<file path="src/rtl/sc_pkg.sv">
// Shared types and width helpers for the stochastic-computing decoder.
// Pure declarations: no latency, no flow control.
package sc_pkg;

  typedef enum logic [1:0] {
    IDLE = 2'd0,
    RUN  = 2'd1,
    HOLD = 2'd2
  } sc_state_t;

  function automatic int sc_sw(input int width, input int num_inputs);
    return width * num_inputs;
  endfunction

  function automatic int sc_maxlen(input int sw);
    return 1 << sw;
  endfunction

endpackage

</file>
<file path="src/rtl/sc_ones_ctr.sv">
// Per-stream ones accumulator: sync clear beats enable, adds the input bit when enabled.
// One-cycle update latency; no flow control.
module sc_ones_ctr #(
  parameter int W = 9
) (
  input  logic         clk,
  input  logic         rst_n,
  input  logic         clr,
  input  logic         en,
  input  logic         inc,
  output logic [W-1:0] cnt
);

  logic [W-1:0] cnt_q;
  logic [W-1:0] cnt_d;

  always_comb begin
    cnt_d = cnt_q;
    if (clr) begin
      cnt_d = '0;
    end else if (en && inc) begin
      cnt_d = cnt_q + W'(1);
    end
  end

  always_ff @(posedge clk or negedge rst_n) begin
    if (!rst_n) begin
      cnt_q <= '0;
    end else begin
      cnt_q <= cnt_d;
    end
  end

  assign cnt = cnt_q;

endmodule

</file>
<file path="src/rtl/sc_decode_et.sv">
// Counts ones and length of NUM_OUTPUTS stochastic streams until gen_done or MAXLEN.
// result_valid is registered (one cycle after end); result held until result_ready or start.
module sc_decode_et
  import sc_pkg::*;
#(
  parameter int WIDTH       = 4,
  parameter int NUM_INPUTS  = 2,
  parameter int NUM_OUTPUTS = 1
) (
  input  logic                        clk,
  input  logic                        rst_n,
  input  logic                        start,
  input  logic                        bit_valid,
  input  logic [NUM_OUTPUTS-1:0]      Zs,
  input  logic                        gen_done,
  input  logic                        result_ready,
  output logic                        result_valid,
  output logic [WIDTH*NUM_INPUTS:0]   ones [NUM_OUTPUTS-1:0],
  output logic [WIDTH*NUM_INPUTS:0]   len,
  output logic                        ovf
);

  localparam int SW = sc_sw(WIDTH, NUM_INPUTS);
  localparam logic [SW:0] MAXLEN = (SW+1)'(sc_maxlen(SW));

  sc_state_t   state_q, state_d;
  logic [SW:0] len_q, len_d;
  logic        ovf_q, ovf_d;
  logic        rv_q, rv_d;
  logic        cnt_clr;
  logic        cnt_en;

  always_comb begin
    state_d = state_q;
    len_d   = len_q;
    ovf_d   = ovf_q;
    cnt_clr = 1'b0;
    cnt_en  = 1'b0;
    case (state_q)
      IDLE: begin
        if (start) begin
          cnt_clr = 1'b1;
          len_d   = '0;
          ovf_d   = 1'b0;
          state_d = RUN;
        end
      end
      RUN: begin
        // start outranks gen_done; the gen_done-cycle bit belongs to the next period
        if (start) begin
          cnt_clr = 1'b1;
          len_d   = '0;
          ovf_d   = 1'b0;
        end else if (gen_done) begin
          ovf_d   = 1'b0;
          state_d = HOLD;
        end else if (bit_valid) begin
          if (len_q == MAXLEN) begin
            ovf_d   = 1'b1;
            state_d = HOLD;
          end else begin
            len_d  = len_q + (SW+1)'(1);
            cnt_en = 1'b1;
          end
        end
      end
      HOLD: begin
        if (start) begin
          cnt_clr = 1'b1;
          len_d   = '0;
          ovf_d   = 1'b0;
          state_d = RUN;
        end else if (result_ready) begin
          state_d = IDLE;
        end
      end
      default: state_d = IDLE;
    endcase
    rv_d = (state_d == HOLD);
  end

  always_ff @(posedge clk or negedge rst_n) begin
    if (!rst_n) begin
      state_q <= IDLE;
      len_q   <= '0;
      ovf_q   <= 1'b0;
      rv_q    <= 1'b0;
    end else begin
      state_q <= state_d;
      len_q   <= len_d;
      ovf_q   <= ovf_d;
      rv_q    <= rv_d;
    end
  end

  for (genvar k = 0; k < NUM_OUTPUTS; k++) begin : g_ctr
    sc_ones_ctr #(.W(SW+1)) u_ctr (
      .clk   (clk),
      .rst_n (rst_n),
      .clr   (cnt_clr),
      .en    (cnt_en),
      .inc   (Zs[k]),
      .cnt   (ones[k])
    );
  end

  assign result_valid = rv_q;
  assign len          = len_q;
  assign ovf          = ovf_q;

endmodule

</file>
<file path="config.mk">
export PLATFORM = sky130hd
export DESIGN_NAME = sc_decode_et
export DESIGN_NICKNAME = d
export VERILOG_FILES = /design/src/rtl/sc_pkg.sv /design/src/rtl/sc_ones_ctr.sv /design/src/rtl/sc_decode_et.sv
export SDC_FILE = /design/constraint.sdc
export NUM_CORES = 1
export LEC_CHECK = 0
export ABC_AREA = 1
export CAP_MARGIN = 10
export CORE_MARGIN = 5
export CORE_UTILIZATION = 35
export DETAILED_ROUTE_END_ITERATION = 10
export DONT_BUFFER_PORTS = 1
export PLACE_DENSITY_LB_ADDON = 0.25
export SETUP_SLACK_MARGIN = 0.05
export SLEW_MARGIN = 20
export SYNTH_ARGS = -nofsm -noshare
export SYNTH_HDL_FRONTEND = slang
export SYNTH_SLANG_ARGS = --single-unit
</file>
<file path="constraint.sdc">
create_clock -name clk -period 1.84 [get_ports clk]
set_input_delay 0.184 -clock clk [delete_from_list [all_inputs] [get_ports clk]]
set_output_delay 0.184 -clock clk [all_outputs]
set_load 0.02 [all_outputs]
</file>
== Word-level counts from Yosys, hierarchy flattened ==
Cells that the tools add are included.
Storage, ports and cells
  input port bits: 7
  output and inout port bits: 20
  flip-flop bits (word level): 22
Cells by class
  reduce and logical (&&, ||, !) cells: 8
  equal/unequal tests: 10
  muxes and demuxes: 29
  add/subtract/negate cells: 2
Operators by type and width (count)
  2-to-1 mux 9 bit: 7
  adder 9 x 1 -> 9 bit, second input constant: 2
  case mux 9 bit (2 select lines): 1
  2-to-1 mux 2 bit: 7
  2-to-1 mux 1 bit: 12
  == test 9 bit, second input constant: 1
  != test 3 bit, second input constant: 3
  != test 4 bit, second input constant: 2
  case mux 2 bit (3 select lines): 1
  AND reduction 5 bit: 1
  == test 2 bit, second input constant: 2
  AND reduction 4 bit: 1
  nonzero test 2 bit: 2
  OR reduction 3 bit: 1
  == test 2 x 1 -> 1 bit, second input constant: 1
  zero test 2 bit: 1
  != test 2 x 1 -> 1 bit, second input constant: 1
  case mux 1 bit (2 select lines): 1
  OR reduction 2 bit: 1
  logical AND 1 bit: 1

== Logic depth before layout (Yosys ltp) ==
Gate-level depths: netlist (run 1).
  word-level depth: 9
  mapped depth: 10
  gate-level depth less buffers: 10

== Cells and area by module ==
From an unflattened synthesis (run 1), not the netlist that was laid out.
Second synthesis, totals
  cell total of the unflattened synthesis: 194
  area, all modules: 1395.1 µm²
Modules (own cells, without submodules)
  sc_decode_et: times used 1, cells each 126, area each 877.1 µm²
  sc_ones_ctr: times used 1, cells each 68, area each 518.0 µm²

== Worst setup path after synthesis (run 1) ==
OpenSTA, ideal clock, no wires.
  kind: reg2reg
  start: register len_q[0], in the netlist len[0]
  end: register g_ctr[0].u_ctr.cnt_q[5]
  period minus slack after synthesis: 1.446 ns
  stages on the path, launching flop included: 11
  required time: 1.723 ns
  data arrival time: 1.328 ns
  slack: 0.394 ns
  path buffers: 1
  setup time: 0.117 ns
  cell sequence: dfrtp_1 inv_1 ha_1 nand2_1 nor2_2 nand2_4 nand4_2 buf_6 clkinv_2 nand3_1 nand2_1
Between the ends
  longest elaborated chain between the ends: 8
RTL lines
  from (decl): line sc_decode_et.sv:27  | logic [SW:0] len_q, len_d;
  from (signal assigned): line sc_decode_et.sv:90  | len_q <= len_d;
  == test 9 bit: line sc_decode_et.sv:58  | if (len_q == MAXLEN) begin
  2-to-1 mux 1 bit: line sc_decode_et.sv:58
  2-to-1 mux 1 bit: line sc_decode_et.sv:57  | end else if (bit_valid) begin
  2-to-1 mux 1 bit: line sc_decode_et.sv:54  | end else if (gen_done) begin
  2-to-1 mux 1 bit: line sc_decode_et.sv:50  | if (start) begin
  2-to-1 mux 1 bit: line sc_decode_et.sv:39  | case (state_q)
  logical AND 1 bit: line sc_ones_ctr.sv:21  | end else if (en && inc) begin
  nonzero test 2 bit (no line)
  to (signal assigned): line sc_ones_ctr.sv:30  | cnt_q <= cnt_d;
  to (decl): line sc_ones_ctr.sv:14  | logic [W-1:0] cnt_q;
No other way between the ends.
A chain may end at the register's enable or synchronous reset.

== Worst setup path in the final report (run 1) ==
  start: register g_ctr[0].u_ctr.cnt_q[1]
  end: register g_ctr[0].u_ctr.cnt_q[4]
Between the ends
  longest elaborated chain between the ends: 3
RTL lines
  adder 9 x 1 -> 9 bit: line sc_ones_ctr.sv:22  | cnt_d = cnt_q + W'(1);
  2-to-1 mux 9 bit: line sc_ones_ctr.sv:21
  2-to-1 mux 9 bit: line sc_ones_ctr.sv:19  | if (clr) begin
No other way between the ends. The select of a mux whose other input is x is not followed.

==> flow_metrics.py, run 1 <==
metrics = {
    "outcome": {
        "outcome": "completed",
    },
    "sta": {
        "rsz0062_at_grt": "false",
        "slew_violations": 0,
        "final_hold_viol_count": 0,
        "fin_skew_ps": 5.92,
        "max-slew-margin-rel_pct": 66.3,
        "min_period_ps": 1500,
        "post-route-period-util_pct": 81.4,
        "setup-tns-final_ps": 0,
        "finalSetupViolCount": 0,
        "worstMarginPinSlew_ps": 505,
        "max_freq_mhz": 667,
    },
    "layout": {
        "fill_cells": 427,
        "n_antenna_cell": 0,
        "nets": 231,
        "multi_input_area_um2": 787,
        "drive_gt1_share_pct": 15.0,
        "final_area_um2": 1650,
        "syn2layout_area_growth_pct": 14.1,
        "regArea_um2": 551,
    },
    "clocking": {
        "clock-sinks": 22,
        "ctsHoldBuffers": 1,
        "clk_path_buf_depth": 2,
        "cts_resized": 0,
        "clock-root-buffer": "clkbuf_8",
        "clk_latency_ps": 270,
        "htree_levels": 1,
        "path_clk_slew_ps": 90,
        "postCtsSetupBuffers": 0,
        "cts_tree": "yes",
        "cts_buffers": 3,
    },
    "detailed_routing": {
        "drt-total-wl_um": 3410,
        "dr.pass1.iters": 4,
        "via_per_inst": 4.80,
        "wl_met3_um": 166,
        "routedWlPerCell_um": 12.6,
        "top_layer": "met4",
        "dr.first_iter.drc_count": 94,
        "ant_nets": 0,
        "wl_met1_um": 1630,
        "dr_wl_met2_um": 1550,
        "vias": 1297,
        "drc_errors": 0,
    },
    "logic_synthesis": {
        "syn_inst": 206,
        "ys_seq_elements": 22,
        "synth_fa_ha_area_share_pct": 2.59,
        "synth_nets": 216,
        "ys_seq_area_share_pct": 38.0,
        "synth-xor-area-share_pct": 3.02,
        "yosys-mux-area-fraction_pct": 0,
        "synthesis.area_um2": 1450,
        "yosysWarningCount": 0,
        "synth_cell_types": 26,
        "yosysTopAreaCell": "dfrtp_1",
        "synth_top_area_share_pct": 38.0,
        "syn_area_per_cell_um2": 7.03,
        "synth.area.top_cells": "dfrtp_1, nand2_1, nand3_1, nor2_1, inv_1",
        "synth_top_family_by_area": "simple AND/OR/NAND/NOR gates",
        "synthSimpleGateAreaFrac_pct": 45.8,
        "synth_compound_area_share_pct": 2.94,
    },
    "power": {
        "p_leak_nw": 0.868,
        "switchingPower_mw": 0.312,
        "power.total_mw": 1.15,
        "pwr_density_cell_nw_per_um2": 695,
        "clkPwrFrac_pct": 40.6,
        "internal-power_mw": 0.837,
        "ir_worst_vdd_mv": 0.416,
        "netSwitchingFraction_pct": 27.2,
        "seq_power_share_pct": 45.6,
        "combPwrFrac_pct": 13.8,
    },
    "grt": {
        "grt_pass1_vias": 1178,
        "overflow": 0,
        "grt_max_degree": 23,
        "gr-usage-all-layers_pct": 13.7,
        "grt_antenna_before_repair": 0,
        "grt_pass1_wl_um": 5770,
    },
    "floorplanning": {
        "die_area_um2": 5530,
        "num_io_pins": 27,
        "initial_utilization_pct": 36.2,
        "core_um2": 4000,
        "die_x_um": 74.3,
        "rows": 23,
        "die_h_um": 74.3,
    },
    "setup_path": {
        "worstSetupPathType": "flop to flop",
        "start_kind": "flop",
        "cp-end-kind": "flop",
        "r2r_start": "g_ctr[0].u_ctr.cnt[1]",
        "cp_common_cell": "nand2_1",
        "r2r-end": "g_ctr[0].u_ctr.cnt[4]",
        "crit_family": "simple AND/OR/NAND/NOR gates",
        "crit_arrival_ps": 1670,
        "worst_path_max_delay_cell": "dfrtp_1",
        "r2r_slack_ps": 340,
        "cp_num_buf_inv": 0,
        "r2r_cells": 7,
        "crit_path_cell_trace": "ha_1 -> nand2_1 -> nor2_1 -> or2_2 -> nor3b_1 -> nand2_1 -> nand2_1",
        "required_ps": 2010,
        "crit_fanout": 4,
        "max_stage_delay_ps": 490,
    },
    "place": {
        "hpwl_um": 2540,
        "gp_congestion": 0.822,
        "dpl_cell_area_um2": 1570,
        "numPortBuffers": 0,
    },
    "min_path": {
        "hold_class": "primary input to flop",
        "min_path_cells": 1,
        "min-delay-start": "result_ready",
        "hold_end": "state_q[1]",
    },
    "flow_run": {
        "cap_violations": 0,
    },
}
## kinds of logic (layout without fill, tap and decap cells)
family,count (synthesis),after routing
AND/OR/NAND/NOR,143,143
buffers and inverters,25,39
flip-flops,22,22
AO/OA/AOI/OAI,8,8
XOR/XNOR,5,5
adder cells (fa/ha/maj),3,3
## worst reg2reg max path, cell delays in order (launching register included)
cell,delay (ps)
dfrtp_1,490
ha_1,250
nand2_1,100
nor2_1,60
or2_2,260
nor3b_1,140
nand2_1,50
nand2_1,50
## metal layers
metal / global-route usage, % / up-vias
met5: 0 / -
met4: 5.93 / 0
met3: 2.70 / 5
met2: 21.0 / 22
met1: 18.8 / 588
li1: - / 682
## final cells by class
cell class / count / share of cell area [%]
Clock inverter: 1 / 1.82
Tap cell: 50 / 3.79
Sequential cell: 22 / 33.3
Timing Repair Buffer: 13 / 5.90
Clock buffer: 3 / 2.50
Multi-Input combinational cell: 159 / 47.6
Inverter: 22 / 5.07
## flip-flops by register name, indices dropped and copies added, names as in the netlist
name,count
g_ctr.u_ctr.cnt,9
len,9
state_q,2
ovf,1
result_valid,1
## worst max-delay path by stage
stage                     startpoint                    end  slack, ps  cells past startpoint
2_1_floorplan                 len[0]  g_ctr[0].u_ctr.cnt[5]        390                     10
3_3_place_gp   g_ctr[0].u_ctr.cnt[1]  g_ctr[0].u_ctr.cnt[6]        350                      8
3_5_place_dp   g_ctr[0].u_ctr.cnt[1]  g_ctr[0].u_ctr.cnt[4]        360                      7
4_1_cts                       len[0]                 len[8]        340                     10
5_1_grt                       len[0]                 len[8]        150                     10
6_report       g_ctr[0].u_ctr.cnt[1]  g_ctr[0].u_ctr.cnt[4]        340                      7
## cells in the mapped netlist
cell	count
nand2_1	72
nand3_1	31
nor2_1	24
dfrtp_1	22
inv_1	17
xor2_1	5
inv_2	4
o21ai_0	4
ha_1	3
nand2_4	3
nor2_2	3
buf_6	2
nand3b_1	2
o22ai_1	2
a21oi_1	1
buf_2	1
clkinv_2	1
nand2_2	1
nand3_2	1
nand4_2	1
nor2_4	1
nor2_8	1
nor3b_1	1
nor4_1	1
o21ai_1	1
or2_2	1
## layout by cell type, fill, tap and decap left out
cell,n
dlygate4sd3_1,1
inv_2,4
nor3b_1,1
inv_1,17
nor2_1,24
nand3_2,1
o21ai_0,4
nand3b_1,2
nor4_1,1
xor2_1,5
clkinv_2,1
dfrtp_1,22
nor2_8,1
buf_4,11
o21ai_1,1
o22ai_1,2
nand2_4,3
nand3_1,31
buf_2,1
ha_1,3
nand4_2,1
nor2_2,3
a21oi_1,1
nor2_4,1
bufinv_16,1
nand2_1,72
clkbuf_8,3
nand2_2,1
or2_2,1
## stage by stage
stage | hold WS, ps | setup slack [ps] | utilization (%) | std cells
after floorplan | -112 | 394 | - | 206
after global placement | -111 | 351 | 39.2 | 264
after detailed placement | -111 | 357 | 39.2 | 264
after CTS | 8.62 | 337 | 41.2 | 269
after global routing | 5.83 | 149 | 41.3 | 270
final | 9.43 | 342 | 41.3 | 270
## power by group through the flow
stage / clock, mW / combinational, mW / sequential (mW)
final: 0.467 / 0.158 / 0.524
after floorplan: 0 / 0.101 / 0.542
after CTS: 0.473 / 0.161 / 0.524
after global routing: 0.503 / 0.180 / 0.527
after detailed placement: 0 / 0.148 / 0.534
after global placement: 0 / 0.149 / 0.534
No activity file was read; power rests on OpenSTA's default activity.
==> inputs of run 2 (changes only) <==
- clock period: 1.84 -> 1.5 ns (I/O delays scaled with it)
==> flow_metrics.py, run 2 (synthesis gave the netlist of run 1 again) <==
metrics = {
    "sta": {
        "slew_violations": 0,
        "whs_ps": 3.46,
        "worstMarginPinSlew_ps": 518,
        "final_hold_viol_count": 0,
        "setup-tns-final_ps": 0,
        "max_freq_mhz": 710,
        "setup_ws_ps": 90.7,
        "min_period_ps": 1410,
        "fin_skew_ps": 2.10,
        "max-slew-margin-rel_pct": 65.5,
        "post-route-period-util_pct": 94.0,
        "rsz0062_at_grt": "true",
        "finalSetupViolCount": 0,
    },
    "layout": {
        "multi_input_area_um2": 897,
        "fill_cells": 424,
        "nets": 241,
        "drive_gt1_share_pct": 25.2,
        "final_cell_mix": "nand2_1, nand3_1, nor2_1, dfrtp_1",
        "n_antenna_cell": 0,
        "layout_commonest_cell": "nand2_1",
        "finish.utilization_pct": 45.4,
        "syn2layout_area_growth_pct": 25.5,
        "regArea_um2": 551,
    },
    "outcome": {
        "outcome": "completed",
    },
    "setup_path": {
        "r2r_start": "len[0]",
        "crit_fanout": 5,
        "r2r_slack_ps": 90,
        "start_kind": "flop",
        "cp-end-kind": "flop",
        "r2r-end": "len[8]",
        "r2r_cells": 10,
        "worstSetupPathType": "flop to flop",
        "crit_arrival_ps": 1620,
        "required_ps": 1710,
    },
    "detailed_routing": {
        "vias": 1377,
        "dr.first_iter.drc_count": 44,
        "drc_errors": 0,
        "routedWlPerCell_um": 12.7,
        "via_per_inst": 4.92,
        "drt-total-wl_um": 3570,
        "ant_nets": 0,
        "dr.pass1.iters": 5,
    },
    "clocking": {
        "clk_latency_ps": 260,
        "clock-sinks": 22,
        "clk_path_buf_depth": 2,
        "cts_tree": "yes",
        "cts_buffers": 3,
        "htree_levels": 1,
        "path_clk_slew_ps": 80,
        "clock-root-buffer": "clkbuf_8",
    },
    "place": {
        "gp_congestion": 0.809,
        "hpwl_um": 2580,
        "numPortBuffers": 0,
        "dp_slack_ps": 54.8,
    },
    "power": {
        "clkPwrFrac_pct": 33.0,
        "pwr_density_cell_nw_per_um2": 726,
        "internal-power_mw": 0.924,
        "combPwrFrac_pct": 18.6,
        "p_leak_nw": 0.907,
        "seq_power_share_pct": 48.4,
        "netSwitchingFraction_pct": 30.0,
        "ir_worst_vdd_mv": 0.370,
        "switchingPower_mw": 0.397,
    },
    "grt": {
        "overflow": 0,
        "grt_antenna_before_repair": 0,
        "gr-usage-all-layers_pct": 13.7,
        "grt_pass1_vias": 1261,
        "grt_pass1_wl_um": 5860,
        "grt_max_degree": 23,
    },
    "floorplanning": {
        "die_x_um": 74.3,
        "initial_utilization_pct": 36.2,
        "die_area_um2": 5530,
        "num_io_pins": 27,
        "die_h_um": 74.3,
        "core_um2": 4000,
        "rows": 23,
    },
    "min_path": {
        "min_path_cells": 2,
        "hold_class": "primary input to flop",
        "hold_end": "state_q[0]",
        "min-delay-start": "start",
    },
    "flow_run": {
        "cap_violations": 0,
    },
}
==> run 2: routing by layer <==
layer | vias up | part of all wire, % | wire length (um) | GRT usage, %
met4 | 0 | 1.5 | 55 | 5.34
li1 | 705 | - | - | -
met2 | 28 | 46 | 1640 | 21.7
met5 | - | 0 | 0 | 0
met3 | 4 | 5.7 | 202 | 2.97
met1 | 640 | 47 | 1670 | 18.3
==> run 2: per-stage QoR <==
step | cell area [um^2] | power (mW) | cells
6_report | 1820 | 1.32 | 280
5_1_grt | 1820 | 1.39 | 280
4_1_cts | 1690 | 1.30 | 277
3_5_place_dp | 1620 | 0.841 | 271
3_3_place_gp | 1620 | 0.841 | 271
2_1_floorplan | 1450 | 0.789 | 206
==> run 2: layout make-up <==
cell class | count | share of cell area, %
Sequential cell | 22 | 30.3
Clock buffer | 4 | 3.03
Inverter | 22 | 4.68
Multi-Input combinational cell | 161 | 49.3
Tap cell | 50 | 3.44
Timing Repair Buffer | 21 | 9.22
==> run 2: power groups by stage <==
stage / Sequential, mW / Clock, mW / Combinational, mW
floorplan: 0.665 / 0 / 0.124
global placement: 0.650 / 0 / 0.190
detailed placement: 0.650 / 0 / 0.191
CTS: 0.638 / 0.450 / 0.208
global route: 0.641 / 0.476 / 0.273
finish: 0.639 / 0.436 / 0.246
==> run 2: worst max path at each step <==
stage | depth (start not counted) | end | slack, ps | startpoint
after floorplan | 10 | g_ctr[0].u_ctr.cnt[5] | 50 | len[0]
after global placement | 9 | g_ctr[0].u_ctr.cnt[8] | 90 | len[0]
after detailed placement | 9 | g_ctr[0].u_ctr.cnt[6] | 50 | len[0]
after CTS | 9 | g_ctr[0].u_ctr.cnt[8] | 70 | len[0]
after global routing | 10 | len[3] | -20 | len[1]
final | 10 | len[8] | 90 | len[0]
==> run 2: critical path, cell delays in order, from the launching register on <==
cell and delay (ps):
dfrtp_1 410, inv_2 70, ha_2 160, nand2_2 60, nor2_4 120, nand2_4 80, nand3_4 130, nand2_8 90
nand2_4 130, nand2_1 60, nand2_1 60
==> run 2: what timing repair did <==
| item | in CTS | in global routing |
|---|---|---|
| gates resized for setup | 0 | 27 |
| endpoints found under the setup margin | 3 | 19 |
| hold buffers | 2 | 1 |
| cloned | 0 | 2 |
| setup buffers | 0 | 0 |
| pin swaps | 1 | 10 |
| endpoints found under the hold margin | 24 | 23 |
==> inputs of run 3 (changes only) <==
- ABC_CLOCK_PERIOD_IN_PS: not set -> 1500
- SYNTH_HIERARCHICAL: not set -> 1
==> flow_metrics.py, run 3 <==
metrics = {
    "floorplanning": {
        "die_area_um2": 5350,
        "die_h_um": 73.1,
        "rows": 23,
        "die_x_um": 73.1,
        "initial_utilization_pct": 35.4,
        "core_um2": 3940,
        "num_io_pins": 27,
    },
    "setup_path": {
        "crit_path_cell_trace": "inv_2 -> ha_4 -> nand2_2 -> nor2_2 -> nand2_2 -> nand3_4 -> nor2_4 -> nand2_4 -> buf_4 -> buf_4 -> nor2_2 -> a21oi_1",
        "required_ps": 1650,
        "start_kind": "flop",
        "crit_arrival_ps": 1750,
        "r2r_slack_ps": -100,
        "cp-end-kind": "flop",
        "worstSetupPathType": "flop to flop",
        "crit_fanout": 7,
        "worst_path_max_delay_cell": "dfrtp_2",
        "max_stage_delay_ps": 370,
    },
    "logic_synthesis": {
        "synth-edff-count": 0,
        "syn_inst": 194,
        "yosysTopAreaCell": "dfrtp_1",
        "yosysMostFrequentCell": "nand2_1",
        "synth_top_area_share_pct": 39.5,
        "synth.area.top_cells": "dfrtp_1, nand2_1, inv_1, nor2_1, nand3_1",
        "syn_area_per_cell_um2": 7.19,
        "async_reset_ff_share_pct": 100,
        "ys_seq_area_share_pct": 39.5,
        "ys_seq_elements": 22,
        "synthTopCellsByCount": "nand2_1, inv_1, nor2_1, dfrtp_1, nand3_1",
        "synth_nets": 204,
        "synthesis.area_um2": 1400,
        "synth_flop_cell": "dfrtp_1",
        "yosysWarningCount": 6,
        "synth_cell_types": 23,
    },
    "grt": {
        "grt_max_degree": 23,
        "grt_pass1_wl_um": 5520,
        "grt_pass1_vias": 1166,
        "grt_antenna_before_repair": 0,
        "gr-usage-all-layers_pct": 13.3,
        "overflow": 0,
    },
    "clocking": {
        "cts_tree": "yes",
        "path_clk_slew_ps": 80,
        "htree_levels": 1,
        "cts_buffers": 3,
        "clk_path_buf_depth": 2,
        "clock-sinks": 22,
        "clock-root-buffer": "clkbuf_8",
        "clk_latency_ps": 260,
    },
    "sta": {
        "post-route-period-util_pct": 107,
        "setup_ws_ps": -104,
        "worstMarginPinSlew_ps": 531,
        "slew_violations": 0,
        "max-slew-margin-rel_pct": 64.6,
        "fin_skew_ps": 2.50,
        "max_freq_mhz": 623,
        "finalSetupViolCount": 6,
        "final_hold_viol_count": 0,
        "min_period_ps": 1600,
        "rsz0062_at_grt": "true",
    },
    "layout": {
        "fill_cells": 381,
        "drive_gt1_share_pct": 30.1,
        "regArea_um2": 553,
        "final_area_um2": 1800,
        "final_cell_mix": "nand2_1, buf_4, inv_1",
        "syn2layout_area_growth_pct": 29.3,
        "multi_input_area_um2": 812,
        "nets": 237,
        "n_antenna_cell": 0,
        "layout_commonest_cell": "nand2_1",
    },
    "power": {
        "pwr_density_cell_nw_per_um2": 718,
        "seq_power_share_pct": 48.4,
        "netSwitchingFraction_pct": 28.3,
        "ir_worst_vdd_mv": 0.313,
        "power.total_mw": 1.30,
        "combPwrFrac_pct": 18.5,
        "internal-power_mw": 0.929,
        "clkPwrFrac_pct": 33.2,
        "switchingPower_mw": 0.366,
        "p_leak_nw": 0.889,
    },
    "detailed_routing": {
        "via_per_inst": 4.55,
        "drt-total-wl_um": 3280,
        "routedWlPerCell_um": 11.9,
        "drc_errors": 0,
        "vias": 1257,
        "dr.first_iter.drc_count": 69,
        "ant_nets": 0,
        "dr.pass1.iters": 4,
    },
    "place": {
        "dpl_cell_area_um2": 1630,
        "gp_congestion": 0.807,
        "hpwl_um": 2400,
        "numPortBuffers": 0,
    },
    "outcome": {
        "violations": "negative setup slack",
        "outcome": "finished with violations",
    },
    "min_path": {
        "hold_class": "primary input to flop",
    },
    "flow_run": {
        "cap_violations": 0,
    },
}
[run 3: cell types whose count changed in the layout (fill, tap and decap cells not counted), sizes merged, moves of 2 or more]
cell    delta
nand3     -16
a21oi      +9
buf        +8
inv        +6
nand2      -5
xor2       -4
o21bai     +3
o22ai      -2
[run 3: repair_timing]
item                                   CTS  global route
endpoints found under the hold margin   22            22
buffers inserted                         3             3
hold buffers                             1             1
pin swaps                                9            11
setup endpoints to repair               16            21
resized for setup                        9             7
gates cloned                             1             0
[run 3: cells by family after synthesis]
kind of cell / Yosys count / synth area share (%)
AO/OA/AOI/OAI: 18 / 8.61
XOR/XNOR: 1 / 0.628
adder cells (fa/ha/maj): 3 / 2.69
buffers and inverters: 29 / 8.70
flip-flops: 22 / 39.5
AND/OR/NAND/NOR: 121 / 39.9
[run 3: critical path, delay by kind of cell (launching register included)]
kind / cells / cell delay [ps]
adders and majority gates: 1 / 150
and+or+nand+nor: 7 / 590
buffers and inverters: 3 / 320
DFF: 1 / 370
AOI/OAI and AO/OA: 1 / 60
[run 3: power groups by stage]
stage / combinational (mW) / clock [mW] / sequential [mW]
finish: 0.239 / 0.429 / 0.627
global route: 0.266 / 0.471 / 0.630
CTS: 0.228 / 0.452 / 0.627
detailed placement: 0.193 / 0 / 0.639
global placement: 0.194 / 0 / 0.639
floorplan: 0.125 / 0 / 0.652
[run 3: cell type report]
class,instances,share of cell area [%]
Multi-Input combinational cell,144,45.0
Sequential cell,22,30.7
Timing Repair Buffer,28,11.9
Inverter,28,5.96
Tap cell,50,3.47
Clock buffer,4,3.05
[run 3: final timing paths]
path / from / end / cells after the start
setup / recovery: len[0] / g_ctr[0].u_ctr/cnt[2] / 12
hold reg to reg: g_ctr[0].u_ctr/cnt[1] / g_ctr[0].u_ctr/cnt[1] / 2
hold / removal: start / len[2] / 3
min in group asynchronous: rst_n / state_q[1] / 2
max in group asynchronous: rst_n / len[1] / 2
setup reg to reg: len[0] / g_ctr[0].u_ctr/cnt[2] / 12
[run 3: metrics by stage]
stage / utilization, % / setup slack [ps] / cells / setup TNS, ps / hold slack, ps
final: 45.8 / -104 / 276 / -402 / 50.5
after global routing: 45.8 / -236 / 276 / -1880 / 56.4
after detailed placement: 41.3 / -97.4 / 263 / -347 / -145
after CTS: 44.4 / -62.6 / 272 / -193 / 39.6
after global placement: 41.3 / -68.5 / 263 / -202 / -145
after floorplan: - / -195 / 194 / -980 / -146
[run 3: metal layers]
layer,GRT usage (%),share of wire [%],vias to the layer above
met2,19.9,45,17
met5,0,0,-
met3,2.75,4.8,4
li1,-,-,675
met1,18.2,48,561
met4,6.15,1.9,0
